**src/rtl/i2c_pkg.sv**
```systemverilog
// Shared definitions for the I2C target responder.
// Contents: FSM state encoding, byte and bit-counter widths, bus-level
// constants for ACK/NACK and the read/write bit.
package i2c_pkg;

    localparam int unsigned BYTE_W = 8;
    localparam int unsigned CNT_W  = 3;

    localparam logic I2C_ACK     = 1'b0;
    localparam logic I2C_NACK    = 1'b1;
    localparam logic I2C_RW_READ = 1'b1;

    typedef enum logic [3:0] {
        S_IDLE     = 4'd0,
        S_ADDR     = 4'd1,
        S_ADDR_ACK = 4'd2,
        S_PTR      = 4'd3,
        S_PTR_ACK  = 4'd4,
        S_WR_DATA  = 4'd5,
        S_WR_ACK   = 4'd6,
        S_RD_DATA  = 4'd7,
        S_RD_ACK   = 4'd8
    } state_t;

endpackage

```
**src/rtl/i2c_line_cond.sv**
```systemverilog
// Conditions one I2C line (SCL or SDA) into the system clock domain.
// The line passes through a synchroniser preset to 1. When I2C_GLITCH_FILTER_EN
// is defined, a 3-sample majority filter follows, which rejects pulses shorter
// than 2 clks and adds 2 clks of latency.
// Ports:
//   clk     system clock
//   rst     synchronous active-high reset
//   line_in raw line from the pad
//   level   conditioned line level
//   rise_c  one-clk pulse on a 0->1 transition of level (combinational)
//   fall_c  one-clk pulse on a 1->0 transition of level (combinational)
module i2c_line_cond #(
    parameter int unsigned SYNC_STAGES = 2
) (
    input  logic clk,
    input  logic rst,
    input  logic line_in,
    output logic level,
    output logic rise_c,
    output logic fall_c
);

    logic [SYNC_STAGES-1:0] sync;
    logic                   cond;
    logic                   prev;

    // Synchroniser; the idle bus level is 1
    always_ff @(posedge clk) begin
        if (rst) begin
            sync <= '1;
        end else begin
            sync <= {sync[SYNC_STAGES-2:0], line_in};
        end
    end

`ifdef I2C_GLITCH_FILTER_EN
    logic [1:0] hist;
    logic       filt;

    // Majority of the current synchronised sample and the two before it
    always_ff @(posedge clk) begin
        if (rst) begin
            hist <= 2'b11;
            filt <= 1'b1;
        end else begin
            hist <= {hist[0], sync[SYNC_STAGES-1]};
            filt <= (sync[SYNC_STAGES-1] & hist[0]) |
                    (sync[SYNC_STAGES-1] & hist[1]) |
                    (hist[0] & hist[1]);
        end
    end

    assign cond = filt;
`else
    assign cond = sync[SYNC_STAGES-1];
`endif

    // Previous level for edge detection
    always_ff @(posedge clk) begin
        if (rst) begin
            prev <= 1'b1;
        end else begin
            prev <= cond;
        end
    end

    assign level  = cond;
    assign rise_c = cond & ~prev;
    assign fall_c = ~cond & prev;

endmodule

```
**src/rtl/i2c_slave_responder.sv**
```systemverilog
// I2C target with an 8-bit register pointer, oversampled on sys_clk_12m.
// Never drives SCL; SDA is open-drain through sda_oe.
// Optional feature: define I2C_GLITCH_FILTER_EN to add a majority glitch
// filter on both lines (see i2c_line_cond).
// Ports:
//   sys_clk_12m  system clock
//   rst          synchronous active-high reset
//   scl, sda_in  bus lines as seen at the pads
//   sda_oe       1 = pull SDA low
//   reg_addr     register pointer
//   reg_wdata    write data, valid with reg_we
//   reg_we       one-clk write strobe
//   reg_re       one-clk read request; reg_rdata valid one clk later
//   reg_rdata    read data from the register bank
//   busy         high from address match until STOP or return to idle
module i2c_slave_responder
    import i2c_pkg::*;
#(
    parameter logic [6:0]  DEV_ADDR    = 7'h48,
    parameter int unsigned SYNC_STAGES = 2
) (
    input  logic              sys_clk_12m,
    input  logic              rst,
    input  logic              scl,
    input  logic              sda_in,
    output logic              sda_oe,
    output logic [BYTE_W-1:0] reg_addr,
    output logic [BYTE_W-1:0] reg_wdata,
    output logic              reg_we,
    output logic              reg_re,
    input  logic [BYTE_W-1:0] reg_rdata,
    output logic              busy
);

    state_t             state, state_nxt;
    logic               scl_lvl, scl_rise, scl_fall;
    logic               sda_lvl, sda_rise, sda_fall;
    logic               start_c, stop_c;
    logic [BYTE_W-1:0]  sh, sh_nxt;
    logic [CNT_W-1:0]   cnt, cnt_nxt;
    logic               rw, rw_nxt;
    logic               mack, mack_nxt;
    logic               re_d;
    logic               sda_oe_nxt, we_nxt, re_nxt, busy_nxt;
    logic [BYTE_W-1:0]  addr_nxt, wdata_nxt;
    logic [BYTE_W-1:0]  rx_byte;
    logic               last_bit;
    logic               addr_match;

    i2c_line_cond #(.SYNC_STAGES(SYNC_STAGES)) u_scl (
        .clk     (sys_clk_12m),
        .rst     (rst),
        .line_in (scl),
        .level   (scl_lvl),
        .rise_c  (scl_rise),
        .fall_c  (scl_fall)
    );

    i2c_line_cond #(.SYNC_STAGES(SYNC_STAGES)) u_sda (
        .clk     (sys_clk_12m),
        .rst     (rst),
        .line_in (sda_in),
        .level   (sda_lvl),
        .rise_c  (sda_rise),
        .fall_c  (sda_fall)
    );

    assign start_c    = sda_fall & scl_lvl;
    assign stop_c     = sda_rise & scl_lvl;
    assign rx_byte    = {sh[BYTE_W-2:0], sda_lvl};
    assign last_bit   = (cnt == CNT_W'(7));
    assign addr_match = (rx_byte[7:1] == DEV_ADDR);

    // State register
    always_ff @(posedge sys_clk_12m) begin
        if (rst) begin
            state <= S_IDLE;
        end else begin
            state <= state_nxt;
        end
    end

    // Next-state logic; bus conditions win over bit handling.
    // In the ACK states sda_oe itself marks whether the ACK pulse has begun.
    always_comb begin
        state_nxt = state;
        if (start_c) begin
            state_nxt = S_ADDR;
        end else if (stop_c) begin
            state_nxt = S_IDLE;
        end else begin
            case (state)
                S_IDLE:     state_nxt = S_IDLE;
                S_ADDR:     if (scl_rise && last_bit) state_nxt = addr_match ? S_ADDR_ACK : S_IDLE;
                S_ADDR_ACK: if (scl_fall && sda_oe) state_nxt = (rw == I2C_RW_READ) ? S_RD_DATA : S_PTR;
                S_PTR:      if (scl_rise && last_bit) state_nxt = S_PTR_ACK;
                S_PTR_ACK:  if (scl_fall && sda_oe) state_nxt = S_WR_DATA;
                S_WR_DATA:  if (scl_rise && last_bit) state_nxt = S_WR_ACK;
                S_WR_ACK:   if (scl_fall && sda_oe) state_nxt = S_WR_DATA;
                S_RD_DATA:  if (scl_fall && last_bit) state_nxt = S_RD_ACK;
                S_RD_ACK: begin
                    if (scl_rise) begin
                        if (sda_lvl == I2C_NACK) state_nxt = S_IDLE;
                    end else if (scl_fall && mack) begin
                        state_nxt = S_RD_DATA;
                    end
                end
                default:    state_nxt = S_IDLE;
            endcase
        end
    end

    // Output and datapath next values
    always_comb begin
        sda_oe_nxt = sda_oe;
        we_nxt     = 1'b0;
        re_nxt     = 1'b0;
        addr_nxt   = reg_addr;
        wdata_nxt  = reg_wdata;
        busy_nxt   = busy;
        sh_nxt     = sh;
        cnt_nxt    = cnt;
        rw_nxt     = rw;
        mack_nxt   = mack;

        // Read data arrives one clk after the request
        if (re_d) sh_nxt = reg_rdata;

        if (start_c) begin
            sda_oe_nxt = 1'b0;
            cnt_nxt    = '0;
        end else if (stop_c) begin
            sda_oe_nxt = 1'b0;
        end else begin
            case (state)
                S_ADDR, S_PTR, S_WR_DATA: begin
                    if (scl_rise) begin
                        sh_nxt  = rx_byte;
                        cnt_nxt = cnt + CNT_W'(1);
                        if (last_bit) begin
                            if (state == S_ADDR && addr_match) begin
                                busy_nxt = 1'b1;
                                rw_nxt   = rx_byte[0];
                            end
                            if (state == S_PTR) addr_nxt = rx_byte;
                            if (state == S_WR_DATA) begin
                                wdata_nxt = rx_byte;
                                we_nxt    = 1'b1;
                            end
                        end
                    end
                end
                S_ADDR_ACK, S_PTR_ACK, S_WR_ACK: begin
                    if (scl_fall) begin
                        if (!sda_oe) begin
                            sda_oe_nxt = 1'b1;
                            if (state == S_ADDR_ACK && rw == I2C_RW_READ) re_nxt = 1'b1;
                        end else begin
                            // ACK ends; a read starts driving its first bit right here
                            sda_oe_nxt = (state == S_ADDR_ACK && rw == I2C_RW_READ) ? ~sh[7] : 1'b0;
                            cnt_nxt    = '0;
                            mack_nxt   = 1'b0;
                            if (state == S_WR_ACK) addr_nxt = reg_addr + BYTE_W'(1);
                        end
                    end
                end
                S_RD_DATA: begin
                    if (scl_fall) begin
                        if (last_bit) begin
                            sda_oe_nxt = 1'b0;
                            cnt_nxt    = '0;
                            mack_nxt   = 1'b0;
                        end else begin
                            sda_oe_nxt = ~sh[6];
                            sh_nxt     = {sh[BYTE_W-2:0], 1'b0};
                            cnt_nxt    = cnt + CNT_W'(1);
                        end
                    end
                end
                S_RD_ACK: begin
                    // Fetch the next byte during the ACK high phase so bit 7 is ready at the fall
                    if (scl_rise) begin
                        if (sda_lvl == I2C_ACK) begin
                            mack_nxt = 1'b1;
                            addr_nxt = reg_addr + BYTE_W'(1);
                            re_nxt   = 1'b1;
                        end
                    end else if (scl_fall && mack) begin
                        sda_oe_nxt = ~sh[7];
                        cnt_nxt    = '0;
                        mack_nxt   = 1'b0;
                    end
                end
                default: ;
            endcase
        end

        if (state_nxt == S_IDLE) begin
            sda_oe_nxt = 1'b0;
            busy_nxt   = 1'b0;
        end
    end

    // Registered outputs and datapath
    always_ff @(posedge sys_clk_12m) begin
        if (rst) begin
            sda_oe    <= 1'b0;
            reg_we    <= 1'b0;
            reg_re    <= 1'b0;
            reg_addr  <= '0;
            reg_wdata <= '0;
            busy      <= 1'b0;
            sh        <= '0;
            cnt       <= '0;
            rw        <= 1'b0;
            mack      <= 1'b0;
            re_d      <= 1'b0;
        end else begin
            sda_oe    <= sda_oe_nxt;
            reg_we    <= we_nxt;
            reg_re    <= re_nxt;
            reg_addr  <= addr_nxt;
            reg_wdata <= wdata_nxt;
            busy      <= busy_nxt;
            sh        <= sh_nxt;
            cnt       <= cnt_nxt;
            rw        <= rw_nxt;
            mack      <= mack_nxt;
            re_d      <= reg_re;
        end
    end

endmodule

```
**config.mk**
```make
export PLATFORM = sky130hd
export DESIGN_NAME = i2c_slave_responder
export DESIGN_NICKNAME = d
export VERILOG_FILES = /design/src/rtl/i2c_pkg.sv /design/src/rtl/i2c_line_cond.sv /design/src/rtl/i2c_slave_responder.sv
export SDC_FILE = /design/constraint.sdc
export NUM_CORES = 1
export LEC_CHECK = 0
export ABC_CLOCK_PERIOD_IN_PS = 2250
export CAP_MARGIN = 20
export CORE_UTILIZATION = 55
export DETAILED_ROUTE_END_ITERATION = 7
export HOLD_SLACK_MARGIN = 0.1
export PLACE_DENSITY = 0.79
export SLEW_MARGIN = 40
export SYNTH_ARGS = -nofsm -noshare
export SYNTH_HDL_FRONTEND = slang
export SYNTH_SLANG_ARGS = --single-unit
export TNS_END_PERCENT = 10
```
**constraint.sdc**
```tcl
create_clock -name sys_clk_12m -period 2.25 [get_ports sys_clk_12m]
set_input_delay 0.45 -clock sys_clk_12m [delete_from_list [all_inputs] [get_ports sys_clk_12m]]
set_output_delay 0.45 -clock sys_clk_12m [all_outputs]
set_load 0.03 [all_outputs]
```
==> results.py <==
metrics = {
    "timing": {
        "rsz0062_at_grt": "no",
        "post-route-period-util_pct": 94.2,
        "fin_setup_tns_ps": 0,
        "tightest_slew_ps": 487,
        "fin_crit_ps": 2120,
        "max_freq_mhz": 472,
        "hold_violations": 0,
        "slew_headroom_pct": 67.2,
        "slew_violations": 0,
        "skew_ps": 7.96,
        "holdWs_ps": 415,
        "setup_violations": 0,
    },
    "job": {
        "maxCapViolCount": 0,
    },
    "critical_path": {
        "startpoint": "state[0]$_SDFF_PP0_",
        "r2r_slack_ps": 130,
        "reg2reg_depth": 6,
        "worst_ep_required_time_ps": 2480,
        "crit_path_start_kind": "register",
        "path_class": "reg -> reg",
        "r2r-start": "state[0]$_SDFF_PP0_",
        "endpoint_kind": "register",
        "crit_end": "reg_addr[0]$_SDFFE_PP0P_",
        "r2r_end": "reg_addr[0]$_SDFFE_PP0P_",
        "crit_arrival_ps": 2350,
        "crit_fanout": 8,
    },
    "pwr": {
        "power_leakage_nw": 1.15,
        "powerDensity_nw_per_um2": 514,
        "vdd_drop_max_uv": 407,
        "power_mw": 1.58,
    },
    "drt": {
        "vias_per_cell": 6.18,
        "drc_errors": 0,
        "route.vias.total": 2403,
        "drt.antenna.violating_nets": 0,
        "wl_per_cell_um": 16.3,
        "dr.pass1.iters": 5,
        "drt_iter0_drc": 280,
        "drt_wl_total_um": 6350,
    },
    "synth": {
        "netlist_area_sq_um": 2470,
        "synth_warnings": 0,
        "synth_seq_cells": 44,
        "synth_fp_nets": 312,
        "synth_seq_area_share_pct": 35.6,
        "syn_avg_cell_area_sq_um": 8.36,
        "synth-edff-count": 0,
        "synthArstFlopShare_pct": 0,
        "synthTopCellsByArea": "dfxtp_1 (36%), mux2i_1 (6.5%), nor2_1 (5.9%), o21ai_0 (3.6%), a211oi_1 (3.6%)",
        "synth_ff_type": "dfxtp_1",
        "synth_common_cells": "dfxtp_1 (44), nor2_1 (39), nand2_1 (24), o21ai_0 (18), mux2i_1 (16)",
        "synth.most_common_cell": "dfxtp_1",
        "synth.largest_area_cell": "dfxtp_1",
        "synthCells": 296,
        "synth_top_area_share_pct": 35.6,
        "ys_types": 58,
    },
    "clocking": {
        "numClockSinks": 44,
        "numCtsBuffers": 5,
        "post_cts_buffers": 0,
        "htreeDepth": 2,
        "tritoncts": "done",
        "clk_path_buf_depth": 2,
        "clk_latency_ps": 300,
        "clk_pin_slew_ps": 90,
        "cts-root-buf": "clkbuf_8",
    },
    "global_routing": {
        "grt_use_met3_pct": 4.39,
        "grt_pass1_wl_um": 10600,
        "grt_busiest_layer": "met2",
        "grt_pass1_vias": 2132,
        "antenna_found_initial": 0,
        "met1_usage_pct": 39.4,
        "grt_start_max_net_pins": 16,
        "use_met2_pct": 41.4,
        "gr-total-overflow": 0,
        "gr-usage-all-layers_pct": 27.4,
    },
    "die": {
        "die_h_um": 69.1,
        "initial_core_util_pct": 56.8,
        "die_w_um": 69.1,
        "ios": 32,
        "dieArea_sq_um": 4770,
        "fp.coreArea_sq_um": 4350,
        "rows": 24,
    },
    "layout": {
        "areaGrowthSynthToFinish_pct": 24.0,
        "nets": 353,
        "antenna_cells": 0,
        "layout-drive-gt1-share_pct": 15.1,
        "multi_input_area_sq_um": 1500,
        "seqCellArea_sq_um": 883,
        "fillers": 348,
    },
    "hold_path": {
        "hold_path_class": "reg -> reg",
    },
    "placed_design": {
        "io_buffers": 31,
        "routabilityCongestion": 0.971,
        "dp_hpwl_um": 4600,
    },
    "run_status": {
        "status": "finished clean",
    },
}
## layout by cell type (no fill, tap or decap), drive strengths merged, types with 4 or more instances in the layout
master | Yosys | routed
dfxtp | 44 | 44
nor2 | 39 | 39
clkdlybuf4s50 | 0 | 31
nand2 | 25 | 25
buf | 7 | 23
o21ai | 18 | 18
mux2i | 16 | 16
a21oi | 15 | 15
a211oi | 12 | 12
nand3 | 8 | 8
or2 | 6 | 6
nand2b | 6 | 6
clkbuf | 13 | 5
nor3b | 5 | 5
nand3b | 5 | 5
nor2b | 4 | 4
nor3 | 4 | 4
a22oi | 4 | 4
nor4 | 4 | 4
ha | 4 | 4
## kinds of logic (layout without fill, tap and decap cells)
family / count (synthesis) / after routing / share of synthesized area (%)
mux: 19 / 19 / 7.84
flops: 44 / 44 / 35.6
simple gates: 130 / 130 / 28.6
buf+inv: 23 / 64 / 4.30
xor+xnor: 1 / 1 / 0.354
fa+ha+maj: 4 / 4 / 2.02
compound gates: 75 / 75 / 21.3
## per-stage QoR
stage	cells	worst slack (ps)	instance area, sq um	util [%]
finish	389	130	3070	70.5
global placement	382	175	2930	67.2
floorplan	296	259	2470	-
detailed placement	382	171	2930	67.2
CTS	389	135	3060	70.2
global route	389	29.7	3070	70.5
## power by group
part | switching, mW | internal [mW]
combinational | 0.0346 | 0.0349
clock | 0.280 | 0.437
sequential | 0.00661 | 0.782
total | 0.321 | 1.25
## layout make-up
class | count | share of cell area, %
clock buffers | 5 | 2.24
clock inverters | 2 | 1.96
inverters | 3 | 0.367
multi-input cells | 229 | 48.8
flip-flops and latches | 44 | 28.8
well taps | 52 | 2.12
repair buffers | 54 | 15.7
## metal layers
metal / vias to the layer above / wire [um] / share of wire (%)
met1: 1133 / 2950 / 46
met5: - / 0 / 0
met2: 94 / 2920 / 46
met3: 13 / 356 / 5.6
li1: 1163 / - / -
met4: 0 / 119 / 1.9
## critical path, stage by stage (launching register included)
cell and delay [ps]:
dfxtp_1 390, buf_4 190, or3b_2 470, o32a_1 240
a21o_1 270, or3_1 360, a31oi_1 120
## state kept, by name, summed over array words and instances (netlist names)
name        cells
reg_addr        8
reg_wdata       8
sh              8
state           4
cnt             3
u_scl.sync      2
u_sda.sync      2
busy            1
mack            1
re_d            1
reg_re          1
reg_we          1
rw              1
sda_oe          1
u_scl.prev      1
u_sda.prev      1
## worst min path at each step
stage / endpoint / slack (ps) / startpoint / depth (start not counted)
3_5_place_dp: u_scl.sync[1]$_SDFF_PP1_ / 400 / u_scl.sync[0]$_SDFF_PP1_ / 1
3_3_place_gp: u_scl.sync[1]$_SDFF_PP1_ / 390 / u_scl.sync[0]$_SDFF_PP1_ / 1
2_1_floorplan: u_scl.sync[1]$_SDFF_PP1_ / 390 / u_scl.sync[0]$_SDFF_PP1_ / 1
4_1_cts: u_scl.sync[1]$_SDFF_PP1_ / 420 / u_scl.sync[0]$_SDFF_PP1_ / 1
6_report: u_scl.sync[1]$_SDFF_PP1_ / 420 / u_scl.sync[0]$_SDFF_PP1_ / 1
5_1_grt: u_scl.sync[1]$_SDFF_PP1_ / 430 / u_scl.sync[0]$_SDFF_PP1_ / 1
## timing repair
action	CTS	global route
resized for setup	0	3
hold buffers	0	0
endpoints found under the setup margin	0	2
Note: power is estimated with default switching activity, not from simulation.
